File: config.mk
export PLATFORM = sky130hd
export DESIGN_NAME = o_serdes_tx
export DESIGN_NICKNAME = d
export VERILOG_FILES = /design/src/rtl/o_serdes_tx_pkg.sv /design/src/rtl/o_serdes_tx_hold.sv /design/src/rtl/o_serdes_tx.sv
export SDC_FILE = /design/constraint.sdc
export NUM_CORES = 1
export LEC_CHECK = 0
export ABC_AREA = 0
export BUFFER_PORTS_ARGS = -buffer_cell sky130_fd_sc_hd__buf_4
export CAP_MARGIN = 20
export CELL_PAD_IN_SITES_DETAIL_PLACEMENT = 0
export CELL_PAD_IN_SITES_GLOBAL_PLACEMENT = 1
export CORE_MARGIN = 3
export CORE_UTILIZATION = 35
export DETAILED_ROUTE_END_ITERATION = 16
export PLACE_DENSITY_LB_ADDON = 0.2
export SLEW_MARGIN = 20
export SYNTH_ARGS = -nofsm -noshare
export SYNTH_HDL_FRONTEND = slang
export SYNTH_SLANG_ARGS = --single-unit
File: constraint.sdc
create_clock -name CLK -period 1.03 [get_ports CLK]
set_input_delay 0.1545 -clock CLK [delete_from_list [all_inputs] [get_ports CLK]]
set_output_delay 0.1545 -clock CLK [all_outputs]
set_load 0.005 [all_outputs]
File: src/rtl/o_serdes_tx_pkg.sv
// Shared definitions for the output serializer: FSM encoding and WIDTH bounds.
package o_serdes_tx_pkg;

  // Shifter state: IDLE means the shifter is empty, SHIFT means a word is on Q.
  typedef enum logic {
    ST_IDLE  = 1'b0,
    ST_SHIFT = 1'b1
  } state_e;

  localparam int WIDTH_MIN = 3;
  localparam int WIDTH_MAX = 10;

  function automatic bit width_ok(input int w);
    return (w >= WIDTH_MIN) && (w <= WIDTH_MAX);
  endfunction

endpackage

File: src/rtl/o_serdes_tx_hold.sv
// One-entry holding register sitting in front of the shifter.
//
// Handshake: a word (data + oe) is accepted on a rising edge where
// in_valid && in_ready; in_ready is simply "not full" and never depends on
// in_valid. The shifter drains the entry by asserting pop for one cycle.
// Reset wins over both accept and pop.
module o_serdes_tx_hold
  import o_serdes_tx_pkg::*;
#(
  parameter int WIDTH = 4
) (
  input  logic             clk,
  input  logic             rst_n,
  input  logic             in_valid,
  output logic             in_ready,
  input  logic [WIDTH-1:0] in_data,
  input  logic             in_oe,
  input  logic             pop,
  output logic             full,
  output logic [WIDTH-1:0] out_data,
  output logic             out_oe
);

  logic             full_q, full_d;
  logic [WIDTH-1:0] data_q, data_d;
  logic             oe_q, oe_d;

  assign in_ready = ~full_q;
  assign full     = full_q;
  assign out_data = data_q;
  assign out_oe   = oe_q;

  // Next holding contents: drain on pop, then load on accept (accept wins).
  always_comb begin
    full_d = full_q;
    data_d = data_q;
    oe_d   = oe_q;
    if (pop) begin
      full_d = 1'b0;
    end
    if (in_valid && in_ready) begin
      full_d = 1'b1;
      data_d = in_data;
      oe_d   = in_oe;
    end
  end

  // Holding register; reset suppresses any accept on the same edge.
  always_ff @(posedge clk) begin
    if (!rst_n) begin
      full_q <= 1'b0;
      data_q <= '0;
      oe_q   <= 1'b0;
    end else begin
      full_q <= full_d;
      data_q <= data_d;
      oe_q   <= oe_d;
    end
  end

endmodule

File: src/rtl/o_serdes_tx.sv
// Parallel-to-serial transmitter driving a downstream tri-state output buffer.
// Bit 0 of each word goes out first; back-to-back words are sent gap-free and
// an UNDERRUN pulse marks the cycle after a word ends with nothing queued.
module o_serdes_tx
  import o_serdes_tx_pkg::*;
#(
  parameter int   WIDTH    = 4,
  parameter logic IDLE_VAL = 1'b0
) (
  input  logic             CLK,
  input  logic             RST,
  input  logic [WIDTH-1:0] D,
  input  logic             DATA_VALID,
  input  logic             OE_IN,
  output logic             DATA_READY,
  output logic             Q,
  output logic             OE_OUT,
  output logic             UNDERRUN,
  output state_e           dbg_state
);

  localparam int                CNT_W    = $clog2(WIDTH);
  localparam logic [CNT_W-1:0]  CNT_LAST = CNT_W'(WIDTH - 1);

  // Out-of-range WIDTH is rejected while the design is elaborated.
  if (!width_ok(WIDTH)) begin : g_width_check
    $error("o_serdes_tx: WIDTH=%0d outside legal range %0d..%0d",
           WIDTH, WIDTH_MIN, WIDTH_MAX);
  end

  state_e           state_q, state_d;
  logic [WIDTH-1:0] sh_q, sh_d;
  logic [CNT_W-1:0] cnt_q, cnt_d;
  logic             oe_q, oe_d;
  logic             underrun_q, underrun_d;

  logic             pop;
  logic             hold_full;
  logic [WIDTH-1:0] hold_data;
  logic             hold_oe;

  o_serdes_tx_hold #(
    .WIDTH (WIDTH)
  ) u_hold (
    .clk      (CLK),
    .rst_n    (RST),
    .in_valid (DATA_VALID),
    .in_ready (DATA_READY),
    .in_data  (D),
    .in_oe    (OE_IN),
    .pop      (pop),
    .full     (hold_full),
    .out_data (hold_data),
    .out_oe   (hold_oe)
  );

  // Next-state logic: load from holding when empty or at the last bit,
  // otherwise shift right and count; flag underrun when nothing follows.
  always_comb begin
    state_d    = state_q;
    sh_d       = sh_q;
    cnt_d      = cnt_q;
    oe_d       = oe_q;
    underrun_d = 1'b0;
    pop        = 1'b0;
    case (state_q)
      ST_IDLE: begin
        if (hold_full) begin
          state_d = ST_SHIFT;
          sh_d    = hold_data;
          oe_d    = hold_oe;
          cnt_d   = '0;
          pop     = 1'b1;
        end
      end
      ST_SHIFT: begin
        if (cnt_q == CNT_LAST) begin
          cnt_d = '0;
          if (hold_full) begin
            sh_d = hold_data;
            oe_d = hold_oe;
            pop  = 1'b1;
          end else begin
            state_d    = ST_IDLE;
            oe_d       = 1'b0;
            underrun_d = 1'b1;
          end
        end else begin
          sh_d  = sh_q >> 1;
          cnt_d = cnt_q + 1'b1;
        end
      end
      default: begin
        state_d = ST_IDLE;
        cnt_d   = '0;
        oe_d    = 1'b0;
      end
    endcase
  end

  // State, shifter and pulse registers; reset drops any word in flight.
  always_ff @(posedge CLK) begin
    if (!RST) begin
      state_q    <= ST_IDLE;
      sh_q       <= '0;
      cnt_q      <= '0;
      oe_q       <= 1'b0;
      underrun_q <= 1'b0;
    end else begin
      state_q    <= state_d;
      sh_q       <= sh_d;
      cnt_q      <= cnt_d;
      oe_q       <= oe_d;
      underrun_q <= underrun_d;
    end
  end

  // Serial outputs: shifter LSB while shifting, idle level otherwise.
  always_comb begin
    Q         = (state_q == ST_SHIFT) ? sh_q[0] : IDLE_VAL;
    OE_OUT    = (state_q == ST_SHIFT) && oe_q;
    UNDERRUN  = underrun_q;
    dbg_state = state_q;
  end

endmodule

Word level (Yosys, flattened, before mapping)
Cells that the tools add are included.
{ "totals": {"ff_bits": 15, "word_cells": 38, "out_inout_bits": 5, "input_bits": 8} }
{ "op_classes": {"n_bitwise": 2, "n_eq_ne": 3, "add_sub_neg": 1, "n_reduce_logical": 5, "muxes": 19} }
{ "ops": {"columns": ["cell", "count"], "rows": [
  ["two-way mux 1 bit", 10],
  ["two-way mux 4 bit", 2],
  ["one-hot mux 4 bit (2 select lines)", 1],
  ["one-hot mux 1 bit (2 select lines)", 3],
  ["two-way mux 2 bit", 2],
  ["inequality test 2 x 1 -> 1 bit, second input constant", 2],
  ["one-hot mux 2 bit (2 select lines)", 1],
  ["AND reduction 3 bit", 1],
  ["adder 2 x 1 -> 2 bit, second input constant", 1],
  ["== test 2 bit, second input constant", 1],
  ["logical AND 1 bit", 2],
  ["NOT 1 bit", 2],
  ["AND reduction 2 bit", 1],
  ["nonzero test 2 bit", 1]
]} }

Depth between registers and ports, before layout
{ "depth": {"ltp_word": 5, "depth_mapped": 5, "mapped_depth_nobuf": 4} }

Hierarchy
From an unflattened synthesis, not the netlist that was laid out.
{ "hier_totals": {"cells_unflattened": 71, "hier_area_um2": 699.4} }
{ "modules_own_cells": {"columns": ["mod", "cells_per_inst", "instances", "seq_area_each_um2", "area_per_inst_um2"], "rows": [
  ["o_serdes_tx", 44, 1, 180.2, 449.2],
  ["o_serdes_tx_hold", 27, 1, 120.1, 250.2]
]} }

Least setup slack after synthesis
Ideal clock, no wire load.
{ "synth_timing": {"path_kind": "register to register", "from": "register cnt_q[0]", "to": "register sh_q[0]", "t_arrival_ns": 0.944, "stages_incl_launch_ff": 6, "required_time_ns": 0.910, "setup_time_ns": 0.120, "path_buffers": 1, "path_slack_ns": -0.034, "period_less_slack_ns": 1.064, "path_cell_list": "dfxtp_1 -> ha_1 -> nand2b_1 -> buf_2 -> o21ai_0 -> a21oi_1"} }
{ "synth_between": {"elab_chain_cells": 3} }
{ "synth_lines": {"columns": ["item", "line_no", "text"], "rows": [
  ["start, declared", "o_serdes_tx.sv:33", "logic [CNT_W-1:0] cnt_q, cnt_d;"],
  ["start signal, assigned", "o_serdes_tx.sv:112", "cnt_q <= cnt_d;"],
  ["== test 2 bit", "o_serdes_tx.sv:77", "if (cnt_q == CNT_LAST) begin"],
  ["two-way mux 4 bit", "o_serdes_tx.sv:77", null],
  ["one-hot mux 4 bit (2 select lines)", "o_serdes_tx.sv:66", "case (state_q)"],
  ["end signal, assigned", "o_serdes_tx.sv:105", "sh_q <= '0;"],
  ["end signal, assigned", "o_serdes_tx.sv:111", "sh_q <= sh_d;"],
  ["end, declared", "o_serdes_tx.sv:32", "logic [WIDTH-1:0] sh_q, sh_d;"]
]} }
No other way between the ends.
A chain may end at the register's enable or synchronous reset.

Worst setup path after layout
{ "layout_timing": {"from": "register state_q, in the netlist dbg_state", "to": "output Q"} }
{ "layout_between": {"elab_chain_cells": 1} }
{ "layout_lines": {"columns": ["item", "line_no", "text"], "rows": [
  ["start, declared", "o_serdes_tx.sv:31", "state_e state_q, state_d;"],
  ["start signal, assigned", "o_serdes_tx.sv:110", "state_q <= state_d;"],
  ["two-way mux 1 bit", "o_serdes_tx.sv:120", "Q = (state_q == ST_SHIFT) ? sh_q[0] : IDLE_VAL;"],
  ["end, declared", "o_serdes_tx.sv:16", "output logic Q,"]
]} }
No other way between the ends.

==> impl_metrics.env <==
export IMPL_num_rows=14
export IMPL_period_needed_ns=1.12
export IMPL_hp_class="input port to flip-flop"
export IMPL_die_area_um2=2410
export IMPL_hpwl_um=758
export IMPL_final_cells=110
export IMPL_synth_top_cell_by_area="dfxtp_1"
export IMPL_synth_area_leaders="dfxtp_1, mux2i_1, nor2b_1, ha_1, buf_6"
export IMPL_start_util=0.399
export IMPL_syn_to_final_growth_pct=39.9
export IMPL_slew_headroom=0.831
export IMPL_cts_max_level=1
export IMPL_cp_required_ns=0.88
export IMPL_seqCellArea_um2=308
export IMPL_gr_total_overflow=0
export IMPL_cts_buffers=3
export IMPL_p_comb_frac=0.176
export IMPL_dr_total_vias=488
export IMPL_port_buffers=12
export IMPL_synth_warnings=0
export IMPL_routed_wl_um=1170
export IMPL_seq_area_frac_synth=0.462
export IMPL_post_route_cells_drive_above_1_share=0.465
export IMPL_coreArea_um2=1630
export IMPL_cts_root_buf="clkbuf_4"
export IMPL_status="complete, but fails checks"
export IMPL_violations="negative setup slack"
export IMPL_fmax_mhz=894
export IMPL_maxCapViolCount=0
export IMPL_clk_path_buf_depth=2
export IMPL_drtPass1Iterations=2
export IMPL_grt_setup_unrepaired="yes"
export IMPL_grt_pass1_wl_um=2050
export IMPL_critPathLaunchType="flip-flop"
export IMPL_diodes=0
export IMPL_leakage_nw=0.391
export IMPL_max_slew_worst_pin_slew_ns=0.253
export IMPL_synth_top_area_share=0.462
export IMPL_clock_sinks=15
export IMPL_routabilityCongestion=0.678
export IMPL_worstPathArrival_ns=0.96
export IMPL_setup_slack_ns=-0.0883
export IMPL_antenna_found_initial=0
export IMPL_track_usage=0.110
export IMPL_synth_avg_cell_area_um2=10.1
export IMPL_hold_violations=0
export IMPL_clk_pin_slew_ns=0.08
export IMPL_multi_input_area_um2=347
export IMPL_power_density_nw_per_um2=1290
export IMPL_fill_cells=164
export IMPL_fp_dieW_um=49.1
export IMPL_nets=97
export IMPL_detail_route_iter0_violations=3
export IMPL_end_kind="output pin"
export IMPL_finClkSkew_ns=0.000562
export IMPL_finalSetupViolCount=2
export IMPL_drc=0
export IMPL_syn_cell_area_um2=649
export IMPL_clkPwrFrac=0.276
export IMPL_cts_tree="built"
export IMPL_syn_instance_count=64
export IMPL_cp_max_fo=3
export IMPL_vdd_ir_drop_worst_v=0.00101
export IMPL_worstSetupPathType="flip-flop to output pin"
export IMPL_switching_share=0.241
export IMPL_whs_ns=0.134
export IMPL_grt_max_degree=17
export IMPL_power_frac_seq=0.548
export IMPL_layout_worst_path_cycle_share=1.09
export IMPL_ys_types=20
export IMPL_die_h_um=49.1
export IMPL_ys_seq_elements=15
export IMPL_syn_num_nets=74
export IMPL_grt_pass1_vias=487
export IMPL_clk_latency_ns=0.27
export IMPL_p_int_mw=0.889
export IMPL_p_switching_mw=0.282
export IMPL_ant_nets=0
export IMPL_ios=13
export IMPL_dp_cells=100
export IMPL_slew_violations=0
export IMPL_routedWlPerCell_um=10.6
export IMPL_viasPerCell=4.44
[layout by cell type (no fill, tap or decap), types with 2 or more instances in the layout]
master	synthesis	routed
mux2i_1	10	10
nor2b_4	1	2
nor2b_1	8	7
buf_4	0	16
clkbuf_4	0	3
dfxtp_1	15	11
dfxtp_2	0	3
nor2_1	3	2
buf_6	2	6
nand2_1	3	3
a21oi_1	4	4
and2_4	0	2
o21ai_2	0	2
[final timing paths]
kind	start	cells after the start	endpoint	slack, ns
max	dbg_state$_SDFF_PN0_	3	Q	-0.09
min	D[1]	3	u_hold.out_data[1]$_SDFFE_PN0P_	0.13
max reg2reg	u_hold.full$_SDFFE_PN0P_	3	u_hold.out_data[0]$_SDFFE_PN0P_	0.01
min reg2reg	oe_q$_SDFFE_PN0P_	2	oe_q$_SDFFE_PN0P_	0.49
[power by group through the flow]
stage,clock [mW],combinational [mW],sequential (mW)
global route,0.373,0.231,0.646
CTS,0.346,0.193,0.638
finish,0.324,0.206,0.641
detailed placement,0,0.154,0.655
floorplan,0,0.114,0.645
global placement,0,0.153,0.655
[kinds of logic after synthesis]
logic type	Yosys count	share of synthesized area
compound gates	10	0.0886
fa+ha+maj	2	0.0385
buf+inv	6	0.0617
flops	15	0.462
mux	10	0.154
simple gates	21	0.195
[registers in the layout, indices dropped and copies added (netlist names)]
register / flops
dbg_state: 1
u_hold.out_data: 4
sh_q: 4
u_hold.full: 1
oe_q: 1
UNDERRUN: 1
u_hold.out_oe: 1
cnt_q: 2
[critical path, stage by stage (launching register included)]
cell,delay (ns)
dfxtp_2,0.34
buf_6,0.12
and2_4,0.13
buf_6,0.10
[repair_timing]
action	CTS	global route
endpoints found under the setup margin	18	14
pin swaps	1	1
hold buffers	0	0
setup buffers	5	2
resized for setup	14	10
[stage by stage]
| stage | setup WS (ns) | area [µm²] | total power, mW | util | TNS (ns) |
|---|---|---|---|---|---|
| 6_report | -0.0883 | 908 | 1.17 | 0.558 | -0.169 |
| 5_1_grt | -0.131 | 908 | 1.25 | 0.558 | -0.524 |
| 4_1_cts | -0.104 | 871 | 1.18 | 0.535 | -0.203 |
| 3_5_place_dp | -0.133 | 767 | 0.809 | 0.471 | -1.27 |
| 3_3_place_gp | -0.136 | 767 | 0.809 | 0.471 | -1.16 |
| 2_1_floorplan | 0.00236 | 656 | 0.758 | - | 0 |
[layer usage]
| layer | vias up | global-route usage | routed length [µm] |
|---|---|---|---|
| li1 | 262 | - | - |
| met5 | - | 0 | 0 |
| met2 | 12 | 0.174 | 526 |
| met4 | 0 | 0.0284 | 0 |
| met3 | 0 | 0.0459 | 61 |
| met1 | 214 | 0.136 | 583 |
[layout make-up]
type / count / share of cell area
Timing Repair Buffer: 22 / 0.207
Tap cell: 24 / 0.0331
Inverter: 2 / 0.0110
Clock buffer: 4 / 0.0289
Multi-Input combinational cell: 43 / 0.382
Sequential cell: 15 / 0.339
[Yosys cell counts]
library cell,n
dfxtp_1,15
mux2i_1,10
nor2b_1,8
a21oi_1,4
nand2_1,3
nor2_1,3
o21ai_0,3
and2_1,2
buf_2,2
buf_6,2
ha_1,2
inv_1,2
a21boi_0,1
nand2b_1,1
nand4b_1,1
nor2b_4,1
nor3_1,1
nor3b_1,1
o211ai_1,1
o21a_1,1
Note: power is estimated with default switching activity, not from simulation.
